<file path="config.mk">
export PLATFORM = sky130hd
export DESIGN_NAME = register_bank_wb_flat
export DESIGN_NICKNAME = d
export VERILOG_FILES = /design/src/rtl/register_bank_wb_if.sv /design/src/rtl/register_bank_wb.sv /design/src/flat_wrapper.sv
export SDC_FILE = /design/constraint.sdc
export NUM_CORES = 1
export LEC_CHECK = 0
export ABC_AREA = 1
export ABC_CLOCK_PERIOD_IN_PS = 3300
export BUFFER_PORTS_ARGS = -buffer_cell sky130_fd_sc_hd__clkbuf_2
export CAP_MARGIN = 15
export CORE_MARGIN = 1
export CORE_UTILIZATION = 50
export CTS_CLUSTER_SIZE = 12
export DETAILED_ROUTE_END_ITERATION = 10
export PLACE_DENSITY = 0.74
export SETUP_SLACK_MARGIN = 0.3
export SLEW_MARGIN = 40
export SYNTH_ARGS = -nofsm -noshare
export SYNTH_HDL_FRONTEND = slang
export SYNTH_SLANG_ARGS = --single-unit
</file>
<file path="constraint.sdc">
create_clock -name clock -period 3.3 [get_ports clock]
set_clock_uncertainty 0.15 [all_clocks]
set_input_delay 0.33 -clock clock [delete_from_list [all_inputs] [get_ports clock]]
set_output_delay 0.33 -clock clock [all_outputs]
set_load 0.01 [all_outputs]
</file>
<file path="src/rtl/register_bank_wb_if.sv">
// Decode/writeback-facing bus of the register bank: read ports, issue handshake,
// WB write port and the stall response.
interface register_bank_wb_if #(
    parameter int unsigned DATA_WIDTH = 20,
    parameter int unsigned ADDR_WIDTH = 3
) ();
    logic [ADDR_WIDTH-1:0] read_addr1;
    logic [ADDR_WIDTH-1:0] read_addr2;
    logic                  use1;
    logic                  use2;
    logic                  issue_valid;
    logic                  issue_wr;
    logic [ADDR_WIDTH-1:0] issue_rd;
    logic                  write_enable;
    logic [ADDR_WIDTH-1:0] write_addr;
    logic [DATA_WIDTH-1:0] write_data;
    logic [DATA_WIDTH-1:0] read_data1;
    logic [DATA_WIDTH-1:0] read_data2;
    logic                  stall;

    modport master (
        output read_addr1, read_addr2, use1, use2,
        output issue_valid, issue_wr, issue_rd,
        output write_enable, write_addr, write_data,
        input  read_data1, read_data2, stall
    );

    modport slave (
        input  read_addr1, read_addr2, use1, use2,
        input  issue_valid, issue_wr, issue_rd,
        input  write_enable, write_addr, write_data,
        output read_data1, read_data2, stall
    );
endinterface

</file>
<file path="src/rtl/register_bank_wb.sv">
// Register bank with WB-to-read bypass and a per-register pending-write counter
// that stalls decode while a source operand is still in flight.
module register_bank_wb #(
    parameter int unsigned DATA_WIDTH = 20,
    parameter int unsigned ADDR_WIDTH = 3
) (
    input logic              clock,
    input logic              reset,
    register_bank_wb_if.slave bus
);
    localparam int unsigned NumRegs = 1 << ADDR_WIDTH;

    logic [DATA_WIDTH-1:0] regs_q [NumRegs];
    logic [DATA_WIDTH-1:0] regs_d [NumRegs];
    logic [1:0]            pend_q [NumRegs];
    logic [1:0]            pend_d [NumRegs];

    logic       wr_active;
    logic [1:0] pend_rs1;
    logic [1:0] pend_rs2;
    logic [1:0] pend_rd;
    logic [1:0] pend_wa;
    logic       hazard1;
    logic       hazard2;
    logic       dest_full;
    logic       stall_int;
    logic       inc;
    logic       dec;

    assign wr_active = bus.write_enable && (bus.write_addr != '0);
    assign pend_rs1  = pend_q[bus.read_addr1];
    assign pend_rs2  = pend_q[bus.read_addr2];
    assign pend_rd   = pend_q[bus.issue_rd];
    assign pend_wa   = pend_q[bus.write_addr];

    // Last outstanding write retiring this cycle is covered by the bypass.
    assign hazard1 = bus.use1 && (bus.read_addr1 != '0) && (pend_rs1 != 2'd0) &&
                     !((pend_rs1 == 2'd1) && wr_active && (bus.write_addr == bus.read_addr1));
    assign hazard2 = bus.use2 && (bus.read_addr2 != '0) && (pend_rs2 != 2'd0) &&
                     !((pend_rs2 == 2'd1) && wr_active && (bus.write_addr == bus.read_addr2));

    assign dest_full = bus.issue_wr && (bus.issue_rd != '0) && (pend_rd == 2'd3);
    assign stall_int = bus.issue_valid && (hazard1 || hazard2 || dest_full);

    assign inc = bus.issue_valid && bus.issue_wr && !stall_int && (bus.issue_rd != '0);
    assign dec = wr_active && (pend_wa != 2'd0);

    assign bus.stall = stall_int;

    always_comb begin
        for (int unsigned r = 0; r < NumRegs; r++) begin
            regs_d[r] = regs_q[r];
            if (wr_active && (bus.write_addr == ADDR_WIDTH'(r))) begin
                regs_d[r] = bus.write_data;
            end
            pend_d[r] = pend_q[r]
                      + {1'b0, inc && (bus.issue_rd == ADDR_WIDTH'(r))}
                      - {1'b0, dec && (bus.write_addr == ADDR_WIDTH'(r))};
        end
    end

    always_comb begin
        bus.read_data1 = '0;
        if (bus.read_addr1 != '0) begin
            if (wr_active && (bus.write_addr == bus.read_addr1)) begin
                bus.read_data1 = bus.write_data;
            end else begin
                bus.read_data1 = regs_q[bus.read_addr1];
            end
        end
    end

    always_comb begin
        bus.read_data2 = '0;
        if (bus.read_addr2 != '0) begin
            if (wr_active && (bus.write_addr == bus.read_addr2)) begin
                bus.read_data2 = bus.write_data;
            end else begin
                bus.read_data2 = regs_q[bus.read_addr2];
            end
        end
    end

    always_ff @(posedge clock) begin
        if (reset) begin
            for (int unsigned r = 0; r < NumRegs; r++) begin
                regs_q[r] <= '0;
                pend_q[r] <= 2'd0;
            end
        end else begin
            for (int unsigned r = 0; r < NumRegs; r++) begin
                regs_q[r] <= regs_d[r];
                pend_q[r] <= pend_d[r];
            end
        end
    end
endmodule

</file>
<file path="src/flat_wrapper.sv">
// flat-port wrapper written by rule: the top's interface ports become plain ports
module register_bank_wb_flat 
#(
    parameter int unsigned DATA_WIDTH = 20,
    parameter int unsigned ADDR_WIDTH = 3
)
  (clock, reset, bus_read_addr1, bus_read_addr2, bus_use1, bus_use2, bus_issue_valid, bus_issue_wr, bus_issue_rd, bus_write_enable, bus_write_addr, bus_write_data, bus_read_data1, bus_read_data2, bus_stall);
  register_bank_wb_if #(.DATA_WIDTH(DATA_WIDTH), .ADDR_WIDTH(ADDR_WIDTH)) bus_i ();
  input logic clock;
  input logic reset;
  input wire logic [$bits(bus_i.read_addr1)-1:0] bus_read_addr1;
  input wire logic [$bits(bus_i.read_addr2)-1:0] bus_read_addr2;
  input wire logic [$bits(bus_i.use1)-1:0] bus_use1;
  input wire logic [$bits(bus_i.use2)-1:0] bus_use2;
  input wire logic [$bits(bus_i.issue_valid)-1:0] bus_issue_valid;
  input wire logic [$bits(bus_i.issue_wr)-1:0] bus_issue_wr;
  input wire logic [$bits(bus_i.issue_rd)-1:0] bus_issue_rd;
  input wire logic [$bits(bus_i.write_enable)-1:0] bus_write_enable;
  input wire logic [$bits(bus_i.write_addr)-1:0] bus_write_addr;
  input wire logic [$bits(bus_i.write_data)-1:0] bus_write_data;
  output wire logic [$bits(bus_i.read_data1)-1:0] bus_read_data1;
  output wire logic [$bits(bus_i.read_data2)-1:0] bus_read_data2;
  output wire logic [$bits(bus_i.stall)-1:0] bus_stall;
  assign bus_i.read_addr1 = bus_read_addr1;
  assign bus_i.read_addr2 = bus_read_addr2;
  assign bus_i.use1 = bus_use1;
  assign bus_i.use2 = bus_use2;
  assign bus_i.issue_valid = bus_issue_valid;
  assign bus_i.issue_wr = bus_issue_wr;
  assign bus_i.issue_rd = bus_issue_rd;
  assign bus_i.write_enable = bus_write_enable;
  assign bus_i.write_addr = bus_write_addr;
  assign bus_i.write_data = bus_write_data;
  assign bus_read_data1 = bus_i.read_data1;
  assign bus_read_data2 = bus_i.read_data2;
  assign bus_stall = bus_i.stall;
  register_bank_wb #(.DATA_WIDTH(DATA_WIDTH), .ADDR_WIDTH(ADDR_WIDTH)) u_core (.clock(clock), .reset(reset), .bus(bus_i));
endmodule
</file>
; Word level (Yosys, flattened, before mapping)
; Memories as Yosys holds them, arrays and structs flattened.
; Index checks and enable logic that the tools add are counted.
[totals]
regBits = 0
latch_bits = 0
ram_bits = 176
rom_bits = 0
output_inout_bits = 41
n_memories = 2
[op_classes]
add_sub_neg = 16
n_mul = 0
n_div = 0
n_lt_le_gt_ge = 0
eq_ne = 27
shift = 0
mux = 31
bitwise = 16
reduce_logical = 66
[mem_list]
columns = memory, depth, width, rd, rd_clocked_by_memory_dff, wr, line
row1 = u_core.regs_q, 8, 20, 2, 0, 8, register_bank_wb.sv:13  ; logic [DATA_WIDTH-1:0] regs_q [NumRegs];
row2 = u_core.pend_q, 8, 2, 12, 0, 8, register_bank_wb.sv:15  ; logic [1:0] pend_q [NumRegs];
[op_table]
columns = cell, n
row1 = 20-bit 2-to-1 mux, 20
row2 = 1-bit logical AND, 44
row3 = 3-bit equality test (second input constant), 8
row4 = 2-bit by 1-bit adder with 2-bit output, 8
row5 = 2-bit 2-to-1 mux, 8
row6 = 1-bit bitwise OR, 16
row7 = 2-bit AND reduction, 8
row8 = 2-bit by 1-bit subtractor with 2-bit output, 8
row9 = 3-bit by 2-bit equality test with 1-bit output (second input constant), 4
row10 = 3-bit nonzero test, 4
row11 = 1-bit inequality test (second input constant), 8
row12 = 3-bit by 1-bit equality test with 1-bit output (second input constant), 2
row13 = 3-bit equality test, 2
row14 = 3-bit logical NOT, 2
row15 = 2-bit nonzero test, 3
row16 = 2-bit by 1-bit equality test with 1-bit output (second input constant), 2
row17 = 1-bit logical NOT, 3
row18 = 1-bit 2-to-1 mux, 3
row19 = 2-bit equality test (second input constant), 1
row20 = 1-bit logical OR, 2

; Longest topological paths before layout
; Gate-level depths: netlist of the first run.
[logic_depth]
depth_word = 16
mapped_depth = 18
depth_no_buf = 17

; Least setup slack after synthesis of the first run
; OpenSTA, ideal clock, no wires.
[synth_path]
path_type = input to register
startpoint = in bus_write_addr[1]
endpoint = mem u_core.regs_q[7][0] (enable)
t_arrival_ns = 2.090
t_required_ns = 2.725
setup_slack_ns = 0.635
stages = 3
cell_sequence = buf_2 nand2_1 o21ai_0
[synth_rtl]
columns = element, line
row1 = start: declaration, flat_wrapper.sv:19  ; input wire logic [$bits(bus_i.write_addr)-1:0] bus_write_addr;
row2 = end: declaration, register_bank_wb.sv:13

; Worst setup path in the final report of the first run
[layout_path]
startpoint = in bus_read_addr2[2]
endpoint = out bus_read_data2[4]
[layout_between]
elab_chain_cells = 4
elab_cells_between_ends = 6
cone_classes = eq/ne: 1 / mux: 2 / reduce/logical: 2 / memory: 1
[layout_rtl]
columns = element, line
row1 = start: declaration, flat_wrapper.sv:12  ; input wire logic [$bits(bus_i.read_addr2)-1:0] bus_read_addr2;
row2 = "parallel branches: the longest is 3 deep, another holds memory 8 x 20 bit", -
row3 = 20-bit 2-to-1 mux (*), register_bank_wb.sv:75  ; if (bus.read_addr2 != '0) begin
row4 = end: declaration, flat_wrapper.sv:22  ; output wire logic [$bits(bus_i.read_data2)-1:0] bus_read_data2;
; Mark *: on every way between the ends.

==> reports/results.txt, run 1 <==
Worst path cell trace: clkbuf_2 > inv_2 > nand2_1 > nand2_1 > nor2_1 > nand3_2 > buf_4 > o21ai_0 > a31oi_1 > clkbuf_2
First-pass GRT wire length: 49400 um
Initial DRC Count: 1081
CTS H-tree lvls: 4
Worst Hold Class: in2reg
Layout net count: 1416
Number of synthesized flops with an enable pin: 160
Crit path required time: 2820 ps
Area leader, netlist: edfxtp_1
Register area share after synthesis: 0.494
I/O pin count: 80
Post-Syn Area: 0.0104 mm2
Worst Path Class, Setup: in2out
Final hold vios: 0
Top FF cell, synth: edfxtp_1
Postcts setup bufs: 0
DP HPWL: 18900 um
Skew-Pair Late Insertion Delay: 430 ps
Most frequent cells after synthesis: nand2_1, nor2_1, edfxtp_1
RSZ-0062 raised after global routing: false
Row count: 52
Share of layout cells above drive strength 1: 0.120
Antenna violations before repair: 0
Drt total wl: 31900 um
Syn-to-layout area delta: 11.1%
Crit Path Max Fanout: 40
Post-synth top area share: 0.463
CP max stage delay: 400 ps
Via count: 9711
Post_cts resized: 0
Largest net degree at the start of global routing: 55
WL per Instance: 19.4 um
Worst hold margin: 175 ps
Core ar.: 0.0203 mm2
Gr ovfl total: 0
Clock transition at path regs: 70 ps
Power per cell area: 466 mW/mm2
Ys Warns: 0
Mean post-synth cell area: 7.97 um2
Distinct cells, synth: 33
Crit-path slowest cell: buf_4
Final critical-path required period: 2770 ps
Final setup fails: 0
Top post-synthesis cells by area: edfxtp_1, nand2_1, nand3_1, nor2_1, o21ai_0
RePlAce Congestion: 0.909
MaxCap Viol Count: 0
DRC: 0
Clock Sinks: 176
Die height: 146 um
Initial core utilization: 0.511
Async SR Flop Fraction: 0
Max Slew Vio Count: 0
Total GRT Usage: 0.304
Setup TNS Final: 0 ps
Leakage: 4.94 nW
Fmax: 361 MHz
IO Port Bufs: 79
Period utilisation layout: 0.839
Post-CTS Hold Buffers: 0
Worst EP arrival: 2290 ps
Synthesized instance count: 1302
CTS tree: built
Vias in the first global route: 9142
CTS buffer count: 17
Via density: 5.91
Clock tree buffer depth: 2
Die ar.: 0.0213 mm2
ANT cells: 0
Most frequent cell after synthesis: nand2_1
Status: complete, no violations
Post-route ant nets: 0
Relative slew slack: 0.494
Die Wd: 146 um
Peak supply drop: 0.343 mV
Critical Path Sink Type: primary output
Initial DRT Pass Iterations: 5
Worst Tran Pin Value: 760 ps
Fill cells: 1897
CTS root buf: clkbuf_16
Register bit total from synthesis: 176
Worst Setup Start Kind: input port
-- final cells by class --
cell class,instances,area (um2),share of cell area
sequential,176,5120,0.445
tap,270,338,0.0293
clock inverter,11,68.8,0.00597
clock buffer,20,437,0.0379
timing repair buffer,114,663,0.0575
inverter,121,454,0.0394
multi-input combinational,931,4440,0.385
-- registers in the layout (all words and copies together) (netlist names) --
signal         cells
u_core.pend_q     16
u_core.regs_q    160
-- routing by layer --
layer  up-vias  part of all wire  GRT usage
met2       614              0.47      0.494
met4         0             0.037      0.151
met3        84              0.11     0.0625
met5         -                 0          0
met1      4502              0.39      0.389
li1       4511                 -          -
-- worst max-delay path, delay by kind of cell --
| kind | cells | cell delay (ps) |
|---|---|---|
| AOI/OAI and AO/OA | 2 | 510 |
| buffers and inverters | 4 | 1180 |
| and+or+nand+nor | 4 | 260 |
-- path summary, 6_finish.rpt --
kind,endpoint,startpoint,cells past startpoint,slack (ps)
max,bus_read_data2[4],bus_read_addr2[2],10,530
min,u_core.regs_q[2][0],bus_write_data[0],3,170
max reg2reg,u_core.pend_q[5][1],u_core.pend_q[4][1],16,890
min reg2reg,u_core.pend_q[6][1],u_core.pend_q[6][1],1,320
-- cell families (layout without fill, tap and decap cells) --
logic type,Yosys count,count (layout),synth area share
DFF,176,176,0.494
AOI/OAI and AO/OA,277,277,0.146
and+or+nand+nor,606,606,0.245
buffers and inverters,216,266,0.0867
adders and majority gates,16,16,0.0193
other,1,22,0.000361
xor gates and xnor gates,10,10,0.00844
-- through the flow --
step / power [mW] / std cells / instance area (um2) / setup WS, ps / utilization
final: 5.37 / 1643 / 11500 / 532 / 0.568
after CTS: 5.36 / 1643 / 11500 / 622 / 0.568
after detailed placement: 3.61 / 1612 / 11000 / 498 / 0.543
after global placement: 3.59 / 1612 / 11000 / 537 / 0.543
after global routing: 5.56 / 1643 / 11500 / 460 / 0.568
after floorplan: 3.28 / 1323 / 10500 / 635 / -
-- placed cells by master (no fill, tap or decap), types with 2 or more instances in the layout --
master,synthesis,routed
inv_2,11,11
nor2_1,189,189
conb_1,1,22
o21ai_0,120,119
nand2_1,241,241
buf_4,8,37
xnor2_1,2,2
clkbuf_2,0,77
a311oi_1,20,20
inv_1,110,110
o211ai_1,4,4
a21oi_1,112,112
o21ai_1,2,2
clkinv_2,0,3
clkbuf_1,41,3
clkbuf_16,0,17
nand4_1,7,7
edfxtp_1,160,160
o2111ai_1,5,5
nand3_2,2,2
nor2_2,8,8
clkinv_4,0,3
nand3_1,155,155
dfxtp_1,16,16
clkinv_1,0,3
a31oi_1,10,10
ha_1,16,16
xor2_1,8,8
-- power by group --
group	total [mW]	internal [mW]	switching (mW)
clock network	1.78	0.951	0.829
registers	2.67	2.60	0.0738
logic	0.913	0.283	0.630
total	5.37	3.83	1.53
(Power assumes the default switching activity.)
==> inputs of run 2 (changes only) <==
--- a/config.mk
+++ b/config.mk
@@ -6,7 +6,7 @@
 export NUM_CORES = 1
 export LEC_CHECK = 0
 export ABC_AREA = 1
-export ABC_CLOCK_PERIOD_IN_PS = 3300
+export ABC_CLOCK_PERIOD_IN_PS = 2600
 export BUFFER_PORTS_ARGS = -buffer_cell sky130_fd_sc_hd__clkbuf_2
 export CAP_MARGIN = 15
 export CORE_MARGIN = 1
==> constraint.sdc (replaced) <==
create_clock -name clock -period 2.6 [get_ports clock]
set_clock_uncertainty 0.15 [all_clocks]
set_input_delay 0.26 -clock clock [delete_from_list [all_inputs] [get_ports clock]]
set_output_delay 0.26 -clock clock [all_outputs]
set_load 0.01 [all_outputs]
==> reports/results.txt, run 2 (synthesized netlist as in run 1, its figures left out) <==
R2r setup slk: 340 ps
Internal: 5.12 mW
Final hold vios: 0
Die height: 146 um
Final Non-Filler Cells: 1658
RePlAce Congestion: 0.925
ANT cells: 0
Row count: 52
Initial DRT Pass Iterations: 7
Crit path required time: 2820 ps
Commonest non-fill, non-tap cell in the layout: nand2_1
Die ar.: 0.0213 mm2
Power per cell area: 602 mW/mm2
R2r endpoint: u_core.pend_q[5][1]
Post-CTS Hold Buffers: 0
Final total power: 7.16 mW
MaxCap Viol Count: 0
Relative slew slack: 0.491
Final setup fails: 0
Clock Sinks: 176
Final critical-path required period: 2260 ps
Worst Setup Start Kind: register
Post-DP Area: 0.0112 mm2
CTS tree: built
DP HPWL: 19800 um
WHS Endpoint: u_core.regs_q[3][5]
Clock tree buffer depth: 2
Psw: 2.03 mW
Combinational Power Share: 0.166
Gr ovfl total: 0
Initial core utilization: 0.511
Max reg flops: 160
Skew-Pair Late Insertion Delay: 430 ps
Part of the power in registers: 0.474
Fmax: 443 MHz
Period utilisation layout: 0.868
Max Slew Vio Count: 0
RSZ-0062 raised after global routing: true
Antenna violations before repair: 0
Peak supply drop: 0.549 mV
Leakage: 5.09 nW
Top reg by flops: u_core.regs_q
Worst Tran Pin Value: 763 ps
FF-to-FF path depth: 16
Die Wd: 146 um
IO Port Bufs: 79
Final instance area: 0.0119 mm2
Crit Path Max Fanout: 4
Critical Path Sink Type: register
CTS root buf: clkbuf_16
Hold path depth: 3
DRC: 0
Worst Path Class, Setup: reg2reg
Clock power frac: 0.359
Initial DRC Count: 1070
Via count: 9776
Sw Ratio: 0.284
Via density: 5.90
Final core occ: 0.585
Inst Count DP: 1625
Largest net degree at the start of global routing: 90
Fill cells: 1825
Drt total wl: 31700 um
CTS buffer count: 17
Commonest cells after routing, fill and taps aside: nand2_1, nor2_1, edfxtp_1, nand3_1, o21ai_0
Layout net count: 1430
Top flop regs: u_core.regs_q x160, u_core.pend_q x16
Share of layout cells above drive strength 1: 0.147
Core ar.: 0.0203 mm2
WL per Instance: 19.1 um
Setup TNS Final: 0 ps
Worst Hold Class: in2reg
Reg-to-Reg Start: u_core.pend_q[3][0]
I/O pin count: 80
First-pass GRT wire length: 49200 um
Hold path start: bus_write_data[5]
Vias in the first global route: 9298
Post-route ant nets: 0
CTS H-tree lvls: 4
Worst EP arrival: 2480 ps
Critical path startpoint: u_core.pend_q[3][0]
Syn-to-layout area delta: 14.6%
Total GRT Usage: 0.299
Status: complete, no violations
Clock transition at path regs: 70 ps
-- run 2: cell types whose count changed in the layout (fill, tap and decap cells not counted), moves of 3 or more --
cell and change:
buf_6 +3, buf_4 +3, inv_2 +6, dfxtp_2 +5, buf_12 +7, o21ai_1 +4, dfxtp_1 -5, o21ai_0 -4
inv_1 -6
-- run 2: worst max-delay path by stage --
stage               slack (ps)                  end  cells after the start
finish                     340  u_core.pend_q[5][1]                     16
global route               200  u_core.pend_q[5][1]                     16
CTS                        310  u_core.pend_q[5][1]                     16
detailed placement         120  u_core.pend_q[5][1]                     18
global placement           180  u_core.pend_q[5][1]                     18
floorplan                  360  u_core.pend_q[5][1]                     16
-- run 2: repair_timing --
action                     CTS  global route
gates resized for setup      8            25
pin swaps                    0             7
setup endpoints to repair    5            15
cloned                       0             0
setup buffers                0             1
-- run 2: stage by stage --
step	hold slack (ps)	setup WS (ps)
after floorplan	273	360
after global placement	285	175
after detailed placement	305	121
after CTS	83.7	308
after global routing	113	196
final	100	343
-- run 2: per-layer routing --
metal / track usage / vias up / wire length [um]
met2: 0.494 / 555 / 15100
met1: 0.384 / 4583 / 12200
met3: 0.0563 / 91 / 3390
li1: - / 4547 / -
met4: 0.133 / 0 / 1030
met5: 0 / - / 0
-- run 2: cell type report --
type	instances	area, um2	area share
sequential	176	5130	0.432
multi-input combinational	931	4500	0.379
timing repair buffer	128	873	0.0735
inverter	121	454	0.0382
clock buffer	18	429	0.0361
tap	270	338	0.0284
clock inverter	14	155	0.0131
-- run 2: power groups by stage --
stage	clock, mW	sequential [mW]	combinational [mW]
after floorplan	0	3.42	0.742
after CTS	2.58	3.39	1.16
after detailed placement	0	3.45	1.15
after global placement	0	3.44	1.13
final	2.57	3.39	1.19
after global routing	2.69	3.41	1.30
-- run 2: critical path: stages, from the launching register on --
cell and delay [ps]:
dfxtp_1 340, inv_1 130, nor2_1 70, a21oi_1 120, nand2_1 60, nand2_1 50, nand2_1 60, nand3_2 120
nand2_1 60, inv_1 50, nand4_1 90, ha_1 300, inv_1 40, ha_1 180, xor2_1 200, o21ai_1 80
a21oi_1 130
